$ cat config.mk
export PLATFORM = sky130hd
export DESIGN_NAME = fsm_5
export DESIGN_NICKNAME = d
export VERILOG_FILES = /design/src/rtl/fsm_5.sv
export SDC_FILE = /design/constraint.sdc
export NUM_CORES = 1
export LEC_CHECK = 0
export CAP_MARGIN = 20
export CORE_AREA = 4 4 41 43
export DETAILED_ROUTE_END_ITERATION = 8
export DIE_AREA = 0 0 45 47
export PLACE_DENSITY = 0.34
export REMOVE_ABC_BUFFERS = 1
export SYNTH_ARGS = -nofsm -noshare
export SYNTH_HDL_FRONTEND = slang
export SYNTH_SLANG_ARGS = --single-unit
$ cat constraint.sdc
create_clock -name clk -period 2.35 [get_ports clk]
set_input_delay 0.47 -clock clk [delete_from_list [all_inputs] [get_ports clk]]
set_output_delay 0.47 -clock clk [all_outputs]
set_load 0.005 [all_outputs]
$ cat src/rtl/fsm_5.sv
// Serial MSB-first divisibility detector: tracks (value mod DIVISOR) one bit per clock.
// dout reflects each bit one cycle after it is sampled. There is no backpressure: one bit is accepted every cycle.
module fsm_5 #(
  parameter int unsigned DIVISOR = 5
) (
  input  logic clk,
  input  logic reset_n,
  input  logic din,
  output logic dout
);

  localparam int unsigned W = $clog2(DIVISOR);
  localparam logic [W:0]  DIV_EXT = (W+1)'(DIVISOR);

  logic [W-1:0] r_q;
  logic [W-1:0] r_d;
  logic [W:0]   dbl;

  // reset_n is active-high despite its name.
  always_ff @(posedge clk) begin
    if (reset_n) begin
      r_q <= '0;
    end else begin
      r_q <= r_d;
    end
  end

  // 2*r + din < 2*DIVISOR, so one conditional subtract yields the remainder.
  // Out-of-range encodings fall back to the empty-number state.
  always_comb begin
    dbl = {r_q, din};
    r_d = '0;
    if ({1'b0, r_q} >= DIV_EXT) begin
      r_d = '0;
    end else if (dbl >= DIV_EXT) begin
      r_d = W'(dbl - DIV_EXT);
    end else begin
      r_d = dbl[W-1:0];
    end
  end

  always_comb begin
    dout = (r_q == '0);
  end

endmodule

Yosys cells after proc, flatten, opt, wreduce, memory -nomap -nowiden

Cells that the tools add are included.

Output and inout port bits: 1
Memory bits (writable): 0
Memories: 0
Bits in latches: 0
Logic and storage cells: 7
Flip-flop bits (word level): 3
Memory bits (read-only): 0

Eq/ne operators: 0
$lt $le $gt $ge: 2
Divide/modulo/power cells: 0
Multipliers: 0
Reduce and logical (&&, ||, !) cells: 2
Add/sub/neg operators: 1
Mux-type cells: 1
Shift operators: 0
Bitwise logic cells: 0

Operators by type and width:

| operator              | count |
|---|---|
| $ge A4 B3 Y1 const B  | 1 |
| $ge A3 B3 Y1 const B  | 1 |
| $logic_not A3 Y1      | 1 |
| $mux W3               | 1 |
| $sub A3 B3 Y3 const B | 1 |
| $reduce_or A2 Y1      | 1 |

Depth between registers and ports, before layout

Depth in word-level cells: 2
Gate-level depth with buffers: 5
Gate-level depth less buffers: 5

Worst setup path before layout

No wires, ideal clock.

Kind: input port to flip-flop
Start: input port din
End: register r_q[0]
Path buffers: 0
Setup slack: 1.020 ns
Arrival time: 1.268 ns
Cell stages on the path: 4
Cells stage by stage: ha_1 > nand2b_1 > a2111oi_0 > nand3b_1

Word-level cells in the longest chain between the ends: 2
Elaborated cells on any way between the ends: 3
Those cells by class: add/sub (1); order compare (1); mux (1)

Ends and longest elaborated chain:

| what                                                 | line   | source |
|---|---|---|
| start, declared                                      | 8      | `input logic din,` |
| $ge A4 B3 Y1 / $sub A3 B3 Y3 (equally long branches) | 35, 36 |  |
| $mux W3 (*)                                          | 35     | `end else if (dbl >= DIV_EXT) begin` |
| end signal, assigned                                 | 24     | `r_q <= r_d;` |
| end, declared                                        | 15     | `logic [W-1:0] r_q;` |

Mark *: on every way between the ends. The rest lies on a longest branch, timed or not.
A chain may end at the register's enable or synchronous reset.

Worst setup path in the final report

Start: register r_q[1]
End: output port dout

Word-level cells in the longest chain between the ends: 1

Ends and longest elaborated chain:

| what             | line | source |
|---|---|---|
| $logic_not A3 Y1 | 43   | `dout = (r_q == '0);` |
| end, declared    | 9    | `output logic dout` |

No other way between the ends.

==> results by group <==
Floorplan
  • # IOs: 4
  • Die width: ~45 um
  • Core area: 0.00130 mm^2
  • Die height: approximately 47 um
  • Die footprint: around 0.0021 mm^2
  • Initial core utilization: approximately 16%
  • FP Rows: 13

Place
  • Placed Cells: between 40 and 50
  • Gp weighted congestion: ~0.66
  • HPWL Detailed: 349 um
  • Port Buffer Count: 3
  • Post-DP Area: between 200 and 300 um^2

Global routing
  • M3 GR Usage: roughly 3.4%
  • Gr busiest metal: met2
  • Vias in the first global route: 190
  • First-pass GRT wire length: 745 um
  • Routing usage on met2: under 10%
  • Overflow after GRT: 0
  • Total global-route track usage: 5.28%
  • Largest net degree at the start of global routing: 9
  • Met1 usage: under 10%
  • Initial antenna violation count: 0

Logic synthesis
  • EDFF count, synth: 0
  • Synth warn: 0
  • Commonest cells post-synth: dfxtp_1, inv_1, nor2_1
  • Synth top area share: 28.7%
  • Mapped Cells: 26
  • Sequential share of the synthesized area: 28.7%
  • Mean area per synthesized cell: between 8 and 9 um^2
  • Post-synthesis cell area: between 200 and 250 um^2
  • Yosys cell types: 17
  • Largest area contributor in the netlist: dfxtp_1
  • Dominant synthesized flop cell: dfxtp_1
  • Asr flop ratio synth: 0%
  • Top cells by area, synth: dfxtp_1, ha_1, inv_1
  • FF+latch count, synth: 3

Pwr
  • Max IR drop VDD: 0.106 mV
  • Leakage dissipation: approximately 0.11 nW
  • PwrDens: 714 mW/mm^2

Timing
  • Fin. max-slew vios: 0
  • Final worst path period share: between 70% and 80%
  • Minimum clock period: 1.79 ns
  • Final setup skew: between 0.004 and 0.005 ns
  • Slew headroom: between 70% and 80%
  • Final setup viols: 0
  • Slew at the pin with the worst max-slew slack: between 0.3 and 0.4 ns
  • Fmax: 559 MHz
  • Final hold violation count: 0
  • Unrepaired setup endpoints after global routing: no
  • Final TNS setup: 0 ns

Setup path
  • Max stage delay on crit path: between 0.5 and 0.6 ns
  • Arrival time of the worst setup path: 1.32 ns
  • Crit. Startpoint: r_q[1]
  • Worst-path cell chain: nor3_1 -> clkdlybuf4s50_1
  • Worst setup SP type: register
  • CP Max Fanout: 8
  • Critical Path Sink Type: output pin
  • FF-to-FF Start: r_q[0]
  • Slowest cell on crit path: clkdlybuf4s50_1
  • CP bufs+invs: 1
  • Crit Reg-Reg Endpoint: r_q[0]
  • Crit-path leading delay family: buffers and inverters
  • FF-to-FF setup slack: ~0.90 ns
  • Critical path required time: approximately 1.9 ns
  • Reg2Reg Depth: 5
  • WS Path Type: reg -> out

Layout
  • Multi-input logic area: about 140 um^2
  • Largest registers: r_q (3)
  • Post-route cell area: 284 um^2
  • Number of diodes: 0
  • Layout cells sized above 1: ~12%
  • Area Growth Syn to Fin: 35.9%
  • Final cell count without fillers: 48
  • Max reg flops: 3
  • Biggest register: r_q
  • Fillers: 152
  • Reg area: between 60 and 70 um^2
  • Fin nets: 39

CTS
  • # Post-CTS Setup Buffers: 0
  • Clock-pin slew on the worst setup and hold paths: about 0.040 ns
  • # H-tree levels: 1
  • CTS sink count: 3
  • Clock latency on the worst-skew pair: between 0.2 and 0.25 ns
  • TritonCTS clock tree: yes
  • CTS Buf Count: 3
  • Worst-case clock buffer depth: 2
  • Cts repair resizes: 0
  • Hold Buf Count CTS: 0
  • Root Buffer: clkbuf_4

Drt
  • DRC errors left: 0
  • Drt via density: roughly 4.4
  • Via count: 210
  • Router iterations before antenna repair: 1
  • Wire per inst: 9.52 um
  • WL final: between 400 and 500 um
  • DRT iter0 DRCs: 0
  • Post-DRT Antenna Nets: 0

Hold path
  • Hold_sp: r_q[1]
  • Worst Hold Class: reg -> reg
  • Worst hold endpoint: r_q[0]
  • Hold path cells: 2

Status
  • Status: finished, final reports clean

Flow run
  • Maximum capacitance violations: 0
[cells by family after synthesis]
group / synth area share (%)
compound gates: 13.8
fa+ha+maj: 12.0
mux: 4.79
buf+inv: 5.39
flops: 28.7
simple gates: 35.3
[metrics by stage]
| stage | hold WS, ns | utilization (%) | setup WS, ns | total power [mW] |
|---|---|---|---|---|
| finish | 0.589 | 21.8 | 0.560 | 0.203 |
| global route | 0.626 | 21.8 | 0.429 | 0.220 |
| CTS | 0.596 | 21.8 | 0.548 | 0.207 |
| detailed placement | 0.588 | 19.8 | 0.401 | 0.111 |
| global placement | 0.567 | 19.8 | 0.427 | 0.111 |
| floorplan | 0.521 | - | 1.02 | 0.0915 |
[how the worst max path moves through the flow]
| stage | end | slack [ns] | cells past startpoint |
|---|---|---|---|
| CTS | dout | 0.55 | 2 |
| global route | dout | 0.43 | 2 |
| finish | dout | 0.56 | 2 |
| floorplan | r_q[0] | 1.02 | 4 |
| global placement | r_q[1] | 0.43 | 6 |
| detailed placement | r_q[1] | 0.40 | 6 |
[per-layer routing]
metal | up-vias | routed length (um) | share of wire (%)
li1 | 108 | - | -
met1 | 100 | 200 | 44
met2 | 2 | 241 | 53
met3 | 0 | 16 | 3.5
met4 | 0 | 0 | 0
met5 | - | 0 | 0
[tightest hold or removal path: stages (launching register included)]
cell,delay (ns)
dfxtp_1,0.37
nand3_1,0.10
nand3b_1,0.07
[power by group]
group | switching [mW] | internal (mW)
logic | 0.0168 | 0.0247
clock network | 0.0295 | 0.0638
registers | 0.0107 | 0.0571
[cell type report]
| cell class | instances | area share [%] |
|---|---|---|
| inverter | 3 | 3.96 |
| timing repair buffer | 3 | 10.6 |
| sequential | 3 | 21.1 |
| clock buffer | 4 | 9.25 |
| tap | 15 | 6.61 |
| multi-input combinational | 20 | 48.5 |
[cell usage in the layout, fill, tap and decap left out]
cell             netlist  layout
a2111oi_0              1       1
a21oi_1                1       1
a31oi_1                1       1
clkbuf_1               0       1
clkbuf_4               0       3
clkdlybuf4s50_1        0       3
dfxtp_1                3       3
ha_1                   2       2
inv_1                  3       3
mux2i_1                1       1
nand2b_1               1       1
nand3_1                2       2
nand3b_1               1       1
nor2_1                 3       3
nor2b_1                1       1
nor3_1                 2       2
nor3b_1                1       1
nor4b_1                1       1
o32ai_1                1       1
or2_2                  1       1
(Power assumes the default switching activity.)
